## config.mk

```make
export PLATFORM = sky130hd
export DESIGN_NAME = io_rx_framer
export DESIGN_NICKNAME = d
export VERILOG_FILES = /design/src/rtl/io_rx_framer.sv
export SDC_FILE = /design/constraint.sdc
export NUM_CORES = 1
export LEC_CHECK = 0
export BUFFER_PORTS_ARGS = -buffer_cell sky130_fd_sc_hd__buf_2
export CORE_MARGIN = 10
export CORE_UTILIZATION = 55
export CTS_BUF_LIST = sky130_fd_sc_hd__clkbuf_4 sky130_fd_sc_hd__clkbuf_8
export CTS_CLUSTER_SIZE = 28
export DETAILED_ROUTE_END_ITERATION = 10
export HOLD_SLACK_MARGIN = 0.15
export PLACE_DENSITY_LB_ADDON = 0.2
export SYNTH_ARGS = -nofsm -noshare
export SYNTH_HDL_FRONTEND = slang
export SYNTH_SLANG_ARGS = --single-unit
```

## constraint.sdc

```tcl
create_clock -name clk_i -period 3.4 [get_ports clk_i]
set_input_delay 0.34 -clock clk_i [delete_from_list [all_inputs] [get_ports clk_i]]
set_output_delay 0.34 -clock clk_i [all_outputs]
set_load 0.005 [all_outputs]
```

## src/rtl/io_rx_framer.sv

```systemverilog
// io_rx_framer: turns a UART byte stream into bus writes.
// A frame is SYNC, CMD, ADDR_H, ADDR_L, LEN, 2*LEN data bytes and an XOR checksum.
// Words are buffered and only put on the bus once the checksum has matched.
module io_rx_framer #(
    parameter logic [15:0] TIMEOUT_CYCLES = 16'd50000,
    parameter int          MAX_WORDS      = 16
) (
    input  logic        clk_i,
    input  logic        rst_i,
    input  logic [7:0]  rx_byte,
    input  logic        received,
    output logic        io_stb_o,
    output logic        io_we_o,
    output logic [15:0] io_addr_o,
    output logic [15:0] io_dat_o,
    input  logic        io_ack_i,
    output logic        frame_ok,
    output logic        frame_err,
    output logic [1:0]  err_code,
    output logic        busy
);

    localparam logic [7:0] SYNC   = 8'hA5;
    localparam logic [7:0] CMD_WR = 8'h01;
    localparam int         AW     = (MAX_WORDS > 1) ? $clog2(MAX_WORDS) : 1;

    typedef enum logic [3:0] {
        S_IDLE, S_CMD, S_ADDR_H, S_ADDR_L, S_LEN,
        S_DATA_H, S_DATA_L, S_CSUM, S_WRITE
    } state_t;

    state_t      state_q, state_d;
    logic [7:0]  idx_q, idx_d;
    logic [7:0]  len_q, len_d;
    logic [7:0]  csum_q, csum_d;
    logic [15:0] tmo_q, tmo_d;
    logic [15:0] base_q, base_d;
    logic [7:0]  hi_q, hi_d;
    logic        stb_q, stb_d;
    logic [15:0] addr_q, addr_d;
    logic [15:0] dat_q, dat_d;
    logic        ok_q, ok_d;
    logic        err_q, err_d;
    logic [1:0]  code_q, code_d;
    logic        busy_q, busy_d;

    // Word buffer: no reset, every slot read in WRITE was written earlier in the same frame.
    logic [15:0]   mem_q [MAX_WORDS];
    logic          mem_we;
    logic [AW-1:0] mem_idx;
    logic [15:0]   mem_wdata;
    logic          counting;

    assign mem_idx  = idx_q[AW-1:0];
    assign counting = (state_q != S_IDLE) && (state_q != S_WRITE);

    // Next-state: frame parsing, bus handshake and inter-byte timeout.
    always_comb begin
        state_d   = state_q;
        idx_d     = idx_q;
        len_d     = len_q;
        csum_d    = csum_q;
        tmo_d     = tmo_q;
        base_d    = base_q;
        hi_d      = hi_q;
        stb_d     = stb_q;
        addr_d    = addr_q;
        dat_d     = dat_q;
        ok_d      = 1'b0;
        err_d     = 1'b0;
        code_d    = code_q;
        mem_we    = 1'b0;
        mem_wdata = {hi_q, rx_byte};

        case (state_q)
            S_IDLE: begin
                if (received && rx_byte == SYNC) begin
                    state_d = S_CMD;
                    csum_d  = 8'h00;
                    idx_d   = 8'h00;
                end
            end
            S_CMD: begin
                if (received) begin
                    if (rx_byte == CMD_WR) begin
                        csum_d  = csum_q ^ rx_byte;
                        state_d = S_ADDR_H;
                    end else begin
                        err_d   = 1'b1;
                        code_d  = 2'd2;
                        state_d = S_IDLE;
                    end
                end
            end
            S_ADDR_H: begin
                if (received) begin
                    base_d[15:8] = rx_byte;
                    csum_d       = csum_q ^ rx_byte;
                    state_d      = S_ADDR_L;
                end
            end
            S_ADDR_L: begin
                if (received) begin
                    base_d[7:0] = rx_byte;
                    csum_d      = csum_q ^ rx_byte;
                    state_d     = S_LEN;
                end
            end
            S_LEN: begin
                if (received) begin
                    if (rx_byte == 8'h00 || int'(rx_byte) > MAX_WORDS) begin
                        err_d   = 1'b1;
                        code_d  = 2'd2;
                        state_d = S_IDLE;
                    end else begin
                        len_d   = rx_byte;
                        csum_d  = csum_q ^ rx_byte;
                        idx_d   = 8'h00;
                        state_d = S_DATA_H;
                    end
                end
            end
            S_DATA_H: begin
                if (received) begin
                    hi_d    = rx_byte;
                    csum_d  = csum_q ^ rx_byte;
                    state_d = S_DATA_L;
                end
            end
            S_DATA_L: begin
                if (received) begin
                    mem_we  = 1'b1;
                    csum_d  = csum_q ^ rx_byte;
                    idx_d   = idx_q + 8'd1;
                    state_d = (idx_q + 8'd1 == len_q) ? S_CSUM : S_DATA_H;
                end
            end
            S_CSUM: begin
                if (received) begin
                    if (rx_byte == csum_q) begin
                        state_d = S_WRITE;
                        idx_d   = 8'h00;
                        stb_d   = 1'b1;
                        addr_d  = base_q;
                        dat_d   = mem_q[0];
                    end else begin
                        err_d   = 1'b1;
                        code_d  = 2'd1;
                        state_d = S_IDLE;
                    end
                end
            end
            S_WRITE: begin
                // Bytes arriving here are dropped; a strobe-low cycle separates words.
                if (stb_q) begin
                    if (io_ack_i) begin
                        stb_d = 1'b0;
                        idx_d = idx_q + 8'd1;
                        if (idx_q == len_q - 8'd1) begin
                            ok_d    = 1'b1;
                            state_d = S_IDLE;
                        end
                    end
                end else begin
                    stb_d  = 1'b1;
                    addr_d = base_q + {7'b0, idx_q, 1'b0};
                    dat_d  = mem_q[mem_idx];
                end
            end
            default: state_d = S_IDLE;
        endcase

        // Abandon a half-received frame once the line has been idle too long.
        if (counting && !received && tmo_q == TIMEOUT_CYCLES - 16'd1) begin
            err_d   = 1'b1;
            code_d  = 2'd3;
            state_d = S_IDLE;
        end

        if (state_d == S_IDLE || state_d == S_WRITE || received)
            tmo_d = 16'h0000;
        else
            tmo_d = tmo_q + 16'd1;

        busy_d = (state_d != S_IDLE);
    end

    // State and registered outputs, synchronous active-low reset.
    always_ff @(posedge clk_i) begin
        if (!rst_i) begin
            state_q <= S_IDLE;
            idx_q   <= 8'h00;
            len_q   <= 8'h00;
            csum_q  <= 8'h00;
            tmo_q   <= 16'h0000;
            base_q  <= 16'h0000;
            hi_q    <= 8'h00;
            stb_q   <= 1'b0;
            addr_q  <= 16'h0000;
            dat_q   <= 16'h0000;
            ok_q    <= 1'b0;
            err_q   <= 1'b0;
            code_q  <= 2'd0;
            busy_q  <= 1'b0;
        end else begin
            state_q <= state_d;
            idx_q   <= idx_d;
            len_q   <= len_d;
            csum_q  <= csum_d;
            tmo_q   <= tmo_d;
            base_q  <= base_d;
            hi_q    <= hi_d;
            stb_q   <= stb_d;
            addr_q  <= addr_d;
            dat_q   <= dat_d;
            ok_q    <= ok_d;
            err_q   <= err_d;
            code_q  <= code_d;
            busy_q  <= busy_d;
        end
    end

    // Buffer write port, one word per DATA_L byte.
    always_ff @(posedge clk_i) begin
        if (mem_we) mem_q[mem_idx] <= mem_wdata;
    end

    assign io_stb_o  = stb_q;
    assign io_we_o   = stb_q;
    assign io_addr_o = addr_q;
    assign io_dat_o  = dat_q;
    assign frame_ok  = ok_q;
    assign frame_err = err_q;
    assign err_code  = code_q;
    assign busy      = busy_q;

endmodule
```

# ---- Word level (Yosys, flattened, before mapping)
# Memory sizes are Yosys's and may differ from the RTL's. A register that Yosys moved wholly into a read port is not among the register bits.
# Index checks and enable logic that the tools add are counted.
dict set report op_classes {
  n_addsub 4
  n_lt_le_gt_ge 1
  eq_ne 34
  n_mux 68
  bitwise 3
  n_reduce_logical 29
}
# operator n
set op_table {}
lappend op_table {{$mux 8} 13}
lappend op_table {{$mux 16} 6}
lappend op_table {{$pmux 16 s2} 2}
lappend op_table {{$mux 4} 15}
lappend op_table {{$pmux 8 s5} 1}
lappend op_table {{$pmux 4 s9} 1}
lappend op_table {{$pmux 8 s4} 1}
lappend op_table {{$eq 8x8->1} 3}
lappend op_table {{$ne 2x2->1 const B} 11}
lappend op_table {{$mux 2} 9}
lappend op_table {{$ne 3x3->1 const B} 6}
lappend op_table {{$add 16x1->16 const B} 1}
lappend op_table {{$add 16x9->16} 1}
lappend op_table {{$eq 16x16->1 const B} 1}
lappend op_table {{$eq 4x3->1 const B} 4}
lappend op_table {{$mux 1} 16}
lappend op_table {{$reduce_bool 4->1} 4}
lappend op_table {{$reduce_and 7->1} 2}
lappend op_table {{$reduce_and 9->1} 1}
lappend op_table {{$add 8x1->8 const B} 1}
lappend op_table {{$eq 4x2->1 const B} 2}
lappend op_table {{$eq 4x4->1 const B} 2}
lappend op_table {{$eq 8x1->1 const B} 1}
lappend op_table {{$eq 8x8->1 const B} 1}
lappend op_table {{other kinds (23)} 34}
dict set report word_totals {
  regBits 106
  mem_bits_rw 256
  input_bits 12
  output_inout_bits 39
  elab_cells 155
  memories 1
}
# memory depth word_bits read_ports rd_ports_with_merged_regs wr line_no
set mem_list {}
lappend mem_list {mem_q 16 16 2 1 1 48} ;# logic [15:0] mem_q [MAX_WORDS];

# ---- Depth between registers and ports, before layout
# Gate-level depths: netlist (run 1).
dict set report logic_depth {
  ltp_word 11
  depth_mapped 9
}

# ---- Worst setup path before layout (run 1)
# OpenSTA, ideal clock, no wires.
dict set report synth_timing {
  path_type {reg-to-reg}
  start {reg state_q[1]}
  end {mem mem_q[3][0], enable pin}
  t_arrival_ps 2291
  required_time_ps 2991
  setup_slack_ps 700
  path_stages_with_launch 6
  n_path_buf 2
  synth_period_minus_slack_ps 2700
  path_cell_list {dfxtp_1 buf_2 buf_2 and4b_1 nand2_1 nor3_1}
}
dict set report synth_between {
  elab_chain_cells 4
}
# element line_no
set synth_lines {}
lappend synth_lines {{start: declaration} 32} ;# state_t state_q, state_d;
lappend synth_lines {{start signal: assignment} 206} ;# state_q <= state_d;
lappend synth_lines {{$eq 4x3->1} 75} ;# case (state_q)
lappend synth_lines {{$mux 1} 75}
lappend synth_lines {{$mux 1} 225} ;# if (mem_we) mem_q[mem_idx] <= mem_wdata;
lappend synth_lines {{$mux 1 (not written as such)} 225}
lappend synth_lines {{end: declaration} 48}
# No other way between the ends.

# ---- Worst setup path after layout (run 1)
dict set report layout_timing {
  start {reg state_q[1]}
  end {reg addr_q[1] (netlist: io_addr_o[1])}
}
dict set report layout_between {
  elab_chain_cells 3
}
# element line_no
set layout_lines {}
lappend layout_lines {{$eq 4x4->1 or $eq 4x3->1 (tied branches)} 75}
lappend layout_lines {{$ne 2x2->1 (no source line) or $reduce_bool 2->1 (tied branches)} n/a}
lappend layout_lines {{$reduce_and 4->1 (no source line)} n/a}
lappend layout_lines {{end signal: assignment} 214} ;# addr_q <= addr_d;
lappend layout_lines {{end: declaration} 40} ;# logic [15:0] addr_q, addr_d;
# Parallel ways exist; a longest one is shown, timed or not.
# A chain may end at the register's enable or synchronous reset.

==> flow_summary.yaml, run 1 <==
logic_synthesis:
  synth_cell_types: 71
  syn-num-nets: 1130
  ys_warn_count: 0
  synth_cells: 1103
  synth-main-ff-cell: "edfxtp_1"
  synth_edf_count: 256
  syn_avg_cell_area_um2: 14.1
  syn-cell-area_um2: 15500
  yosysTopAreaCell: "edfxtp_1"
  ys_ff_latch: 366
  synth_top_area_share_pct: 49.4
  synth_area_leaders: "edfxtp_1, dfxtp_1, mux4_2"
  async_flop_share_pct: 0
  yosysSeqAreaShare_pct: 63.6
final_layout:
  area_delta_synth_final_pct: 14.0
  instances_no_fill: 1629
  nNetsFinal: 1230
  seq_area_um2: 9900
  final_common_cell: "edfxtp_1"
  layout_common_cells: "edfxtp_1, nor2_1, dfxtp_1"
  multi_input_area_um2: 5280
  diodes: 0
  layout-drive-gt1-share_pct: 23.6
  nFillCells: 2009
clock_tree:
  postCtsSetupRepairBufs: 0
  cts_hold_buf: 4
  cts.sinks: 366
  clk_pin_slew_ps: 60
  clockBufferDepth: 3
  cts_root_buf: "clkbuf_8"
  htreeDepth: 2
  cts_tree: "done"
  numCtsBuffers: 57
  clock_latency_ps: 610
  cts_resized: 0
placed_design:
  portBuffers: 50
  place_hpwl_mm: 24.3
  globalplace.congestion: 0.871
  place_inst: 1518
timing:
  finalHoldViolCount: 0
  fin_crit_sh_pct: 81.6
  fmax_mhz: 361
  min_period_ps: 2770
  relSlewSlack_pct: 44.5
  setup_viol: 0
  drv_slew: 0
  fin_setup_tns_ps: 0
  tightest_slew_ps: 831
  clock_skew_ps: 26.8
  grt_setup_unrepaired: "false"
global_routing:
  overflow: 0
  grt_use_met1_pct: 28.1
  grt_pass1_vias: 9785
  grt_busiest_layer: "met2"
  grt_pass1_wl_mm: 57.8
  grtUsageMet2_pct: 33.8
  grtUsageMet3_pct: 4.25
  grt_max_degree: 56
  antenna_found_initial: 0
  grtUsageTotal_pct: 21.1
pwr:
  p_leak_nw: 6.31
  finalPower_w: 0.00885
  cellPowerDensity_nw_per_um2: 499
  vdd_ir_drop_max_mv: 0.338
floorplan:
  die-area_um2: 35400
  start_util_pct: 55.8
  core_area_um2: 27900
  design.portCount: 51
  fp-row-count: 61
  die_height_um: 188
  die_w_um: 188
routing:
  drt.antenna.violating_nets: 0
  drc: 0
  wire_per_inst_um: 23.0
  drtIter0Drc: 787
  avgViaCountPerCell: 5.94
  detailroute.via_count: 9677
  drt_wl_total_mm: 37.4
  first_pass_iters: 5
worst_setup_path:
  cp-start-kind: "register"
  crit_type: "register to register"
  worstSetupEndpointType: "register"
  crit_fanout: 55
  crit_arrival_ps: 3270
  worst_ep_required_time_ps: 3900
run_status:
  outcome: "finished clean"
job:
  drv_cap: 0
min_path:
  hp-class: "input pin to register"
-- Yosys cell counts (all sizes together) (2+ instances only) --
library cell    n
a211o           2
a211oi         23
a21o            2
a21oi          48
a311oi          5
a31oi           6
a32o            9
and2            4
and3           13
and4            2
and4b           2
buf            39
clkbuf         28
dfxtp         110
edfxtp        256
ha             14
inv            20
mux2i          53
mux4           64
nand2          50
nand2b          4
nand3          23
nand3b          3
nand4          12
nor2          121
nor2b           7
nor3           20
nor4           10
nor4b           6
o2111ai         2
o211ai          5
o21a            2
o21ai          48
o21bai          3
o22ai           5
o311ai          4
o41ai           3
or2             4
or3             2
or3b            2
or4             2
xnor2          30
xor2           22
-- area by class of cell --
class                   count  area share, %
clock inverters            17          0.967
flip-flops and latches    366           55.8
well taps                 378           2.67
inverters                  21          0.445
clock buffers              90           6.25
multi-input cells         649           29.8
repair buffers            108           4.07
-- per-layer routing --
metal | part of all wire [%] | wire, um
met1 | 43 | 16000
met2 | 47 | 17500
met3 | 7.6 | 2820
met4 | 2.9 | 1080
met5 | 0 | 0
-- final timing paths --
check                              from                   endpoint  slack, ps  depth (start not counted)
hold reg to reg     tmo_q[0]$_SDFF_PP0_        tmo_q[0]$_SDFF_PP0_        450                          1
hold / removal               rx_byte[7]     mem_q[15][7]$_DFFE_PP_        200                          1
setup / recovery  state_q[1]$_SDFF_PN0_  io_addr_o[1]$_SDFFE_PN0P_        630                          6
setup reg to reg  state_q[1]$_SDFF_PN0_  io_addr_o[1]$_SDFFE_PN0P_        630                          6
-- metrics by stage --
step	hold slack [ps]	worst slack (ps)	util (%)	instance area (um^2)
final	200	627	63.6	17700
after detailed placement	437	716	58.9	16400
after global placement	432	776	58.9	16400
after floorplan	418	700	-	15500
after CTS	172	672	63.6	17700
after global routing	203	507	63.6	17700
-- registers in the layout, summed over array words and instances, names as in the netlist, 4 cells and up, named ones only --
signal     cells
base_q        16
csum_q         8
hi_q           8
idx_q          8
io_addr_o     16
io_dat_o      16
len_q          8
mem_q        256
state_q        4
tmo_q         16
-- report_power, final --
| group | leakage [nW] | internal, W | total [W] | switching (W) |
|---|---|---|---|---|
| combinational | 2.15 | 0.0000252 | 0.000105 | 0.0000802 |
| sequential | 3.49 | 0.00473 | 0.00473 | 0.0000000403 |
| clock | 0.675 | 0.00230 | 0.00401 | 0.00171 |
-- cells by family after synthesis --
group	count (synthesis)	share of synthesized area (%)
AOI/OAI and AO/OA	178	7.73
xor gates and xnor gates	52	2.93
DFF	366	63.6
and+or+nand+nor	287	9.23
adders and majority gates	15	1.26
muxes	117	12.7
buffers and inverters	88	2.57
-- critical path: stages (launching register included) --
cell and delay [ps]:
dfxtp_1 860, nand4_1 400, nor4_4 440, a2bb2oi_4 290, buf_12 260, nor2_1 70
a311oi_1 310
(Power assumes the default switching activity.)
==> run 2, diff against run 1 <==
==> constraint.sdc (replaced) <==
create_clock -name clk_i -period 2.9 [get_ports clk_i]
set_input_delay 0.29 -clock clk_i [delete_from_list [all_inputs] [get_ports clk_i]]
set_output_delay 0.29 -clock clk_i [all_outputs]
set_load 0.005 [all_outputs]
==> flow_summary.yaml, run 2 (synthesis gave the netlist of run 1 again) <==
timing:
  setup_viol: 0
  min_period_ps: 2540
  tightest_slew_ps: 717
  relSlewSlack_pct: 52.1
  drv_slew: 0
  finalHoldViolCount: 0
  whs_ps: 269
  grt_setup_unrepaired: "false"
  fin_crit_sh_pct: 87.5
  fin_setup_tns_ps: 0
  clock_skew_ps: 30.9
  fmax_mhz: 394
clock_tree:
  cts_root_buf: "clkbuf_8"
  clockBufferDepth: 3
  cts_tree: "done"
  clk_pin_slew_ps: 70
  numCtsBuffers: 57
  cts.sinks: 366
  clock_latency_ps: 600
  cts_resized: 0
  htreeDepth: 2
pwr:
  p_switching_w: 0.00207
  finalPower_w: 0.0101
  clockPowerShare_pct: 43.7
  cellPowerDensity_nw_per_um2: 567
  p_leak_nw: 6.35
  power.share.combinational_pct: 1.4
  p_sw_share_pct: 20.5
  vdd_ir_drop_max_mv: 0.399
  cellInternalPower_w: 0.00803
  p_seq_share_pct: 54.9
worst_setup_path:
  crit_type: "input pin to register"
  crit_fanout: 55
  path_delay_family: "buffers and inverters"
  worst_ep_required_time_ps: 3380
  cp-start-kind: "input pin"
  worstSetupEndpointType: "register"
  critical_path.cell_chain: "dlygate4sd3_1, buf_2, xnor2_1, nand4_1, nor4_4, a2bb2oi_4, buf_12, nor2_1, a311oi_1"
  crit_buf_inv: 3
  crit_arrival_ps: 3020
  cpMaxStageDelayCell: "dlygate4sd3_1"
  max_stage_delay_ps: 560
final_layout:
  diodes: 0
  layout_common_cells: "edfxtp_1, nor2_1, dfxtp_1"
  largest_register_ffs: 256
  final_core_util_pct: 64.0
  layout-drive-gt1-share_pct: 23.7
  final_common_cell: "edfxtp_1"
  instances_no_fill: 1637
  area_delta_synth_final_pct: 14.7
  nNetsFinal: 1241
  largest-register: "mem_q"
floorplan:
  start_util_pct: 55.8
  design.portCount: 51
  die_w_um: 188
  fp-row-count: 61
  core_area_um2: 27900
  die-area_um2: 35400
  die_height_um: 188
global_routing:
  grtUsageTotal_pct: 20.7
  grt_pass1_vias: 9841
  overflow: 0
  grt_pass1_wl_mm: 57.5
  antenna_found_initial: 0
  grt_max_degree: 56
placed_design:
  place_inst: 1523
  portBuffers: 50
  globalplace.congestion: 0.900
  place_hpwl_mm: 23.6
routing:
  drt_wl_total_mm: 36.9
  drtIter0Drc: 1069
  detailroute.via_count: 9797
  avgViaCountPerCell: 5.98
  drt.antenna.violating_nets: 0
  first_pass_iters: 5
  wire_per_inst_um: 22.6
  drc: 0
min_path:
  hp-class: "input pin to register"
run_status:
  outcome: "finished clean"
job:
  drv_cap: 0
## run 2: changes by cell type in the layout (fill, tap and decap cells not counted)
cell / change
buf_4: -3
clkinv_1: -2
clkbuf_8: -5
buf_12: +8
clkinvlp_4: +1
clkbuf_4: -3
bufinv_16: -1
clkinv_2: +7
dlygate4sd3_1: +6
## run 2: path summary, 6_finish.rpt
path	to	depth (start not counted)	startpoint	slack, ps
min reg2reg	tmo_q[0]$_SDFF_PP0_	1	tmo_q[0]$_SDFF_PP0_	450
min	mem_q[12][6]$_DFFE_PP_	2	rx_byte[6]	270
max	io_addr_o[4]$_SDFFE_PN0P_	9	rx_byte[2]	360
max reg2reg	io_addr_o[4]$_SDFFE_PN0P_	6	state_q[0]$_SDFF_PN0_	480
## run 2: timing repair
action	4_1_cts	5_1_grt
hold buffers	10	0
setup buffers	0	0
hold endpoints to repair	19	0
## run 2: final cells by class
| type | instances | area, um^2 |
|---|---|---|
| Multi-Input combinational cell | 649 | 5280 |
| Clock buffer | 82 | 1020 |
| Clock inverter | 22 | 176 |
| Inverter | 21 | 78.8 |
| Sequential cell | 366 | 9900 |
| Tap cell | 378 | 473 |
| Fill cell | 2084 | 10000 |
| Timing Repair Buffer | 119 | 918 |
## run 2: metal layers
layer / up-vias / share of wire [%] / global-route usage [%]
li1: 4447 / - / -
met1: 4901 / 42 / 28.3
met2: 399 / 48 / 33.6
met3: 50 / 8.0 / 3.88
met4: 0 / 1.9 / 5.23
met5: - / 0 / 0
## run 2: power by group through the flow
stage,logic [W],registers (W),clock network (W)
6_report,0.000141,0.00555,0.00442
5_1_grt,0.000149,0.00554,0.00473
4_1_cts,0.000139,0.00555,0.00448
3_5_place_dp,0.000127,0.00566,0
3_3_place_gp,0.000126,0.00566,0
2_1_floorplan,0.0000556,0.00566,0
## run 2: worst reg2reg max path, cell delays in order (launching register included)
cell and delay, ps:
dfxtp_1 670, nand4_1 310, nor4_4 380, a2bb2oi_4 310, buf_12 260, nor2_1 100
a311oi_1 300
## run 2: metrics by stage
step	setup slack [ps]	cell area [um^2]
2_1_floorplan	200	15500
3_3_place_gp	438	16500
3_5_place_dp	372	16500
4_1_cts	378	17800
5_1_grt	236	17800
6_report	363	17800
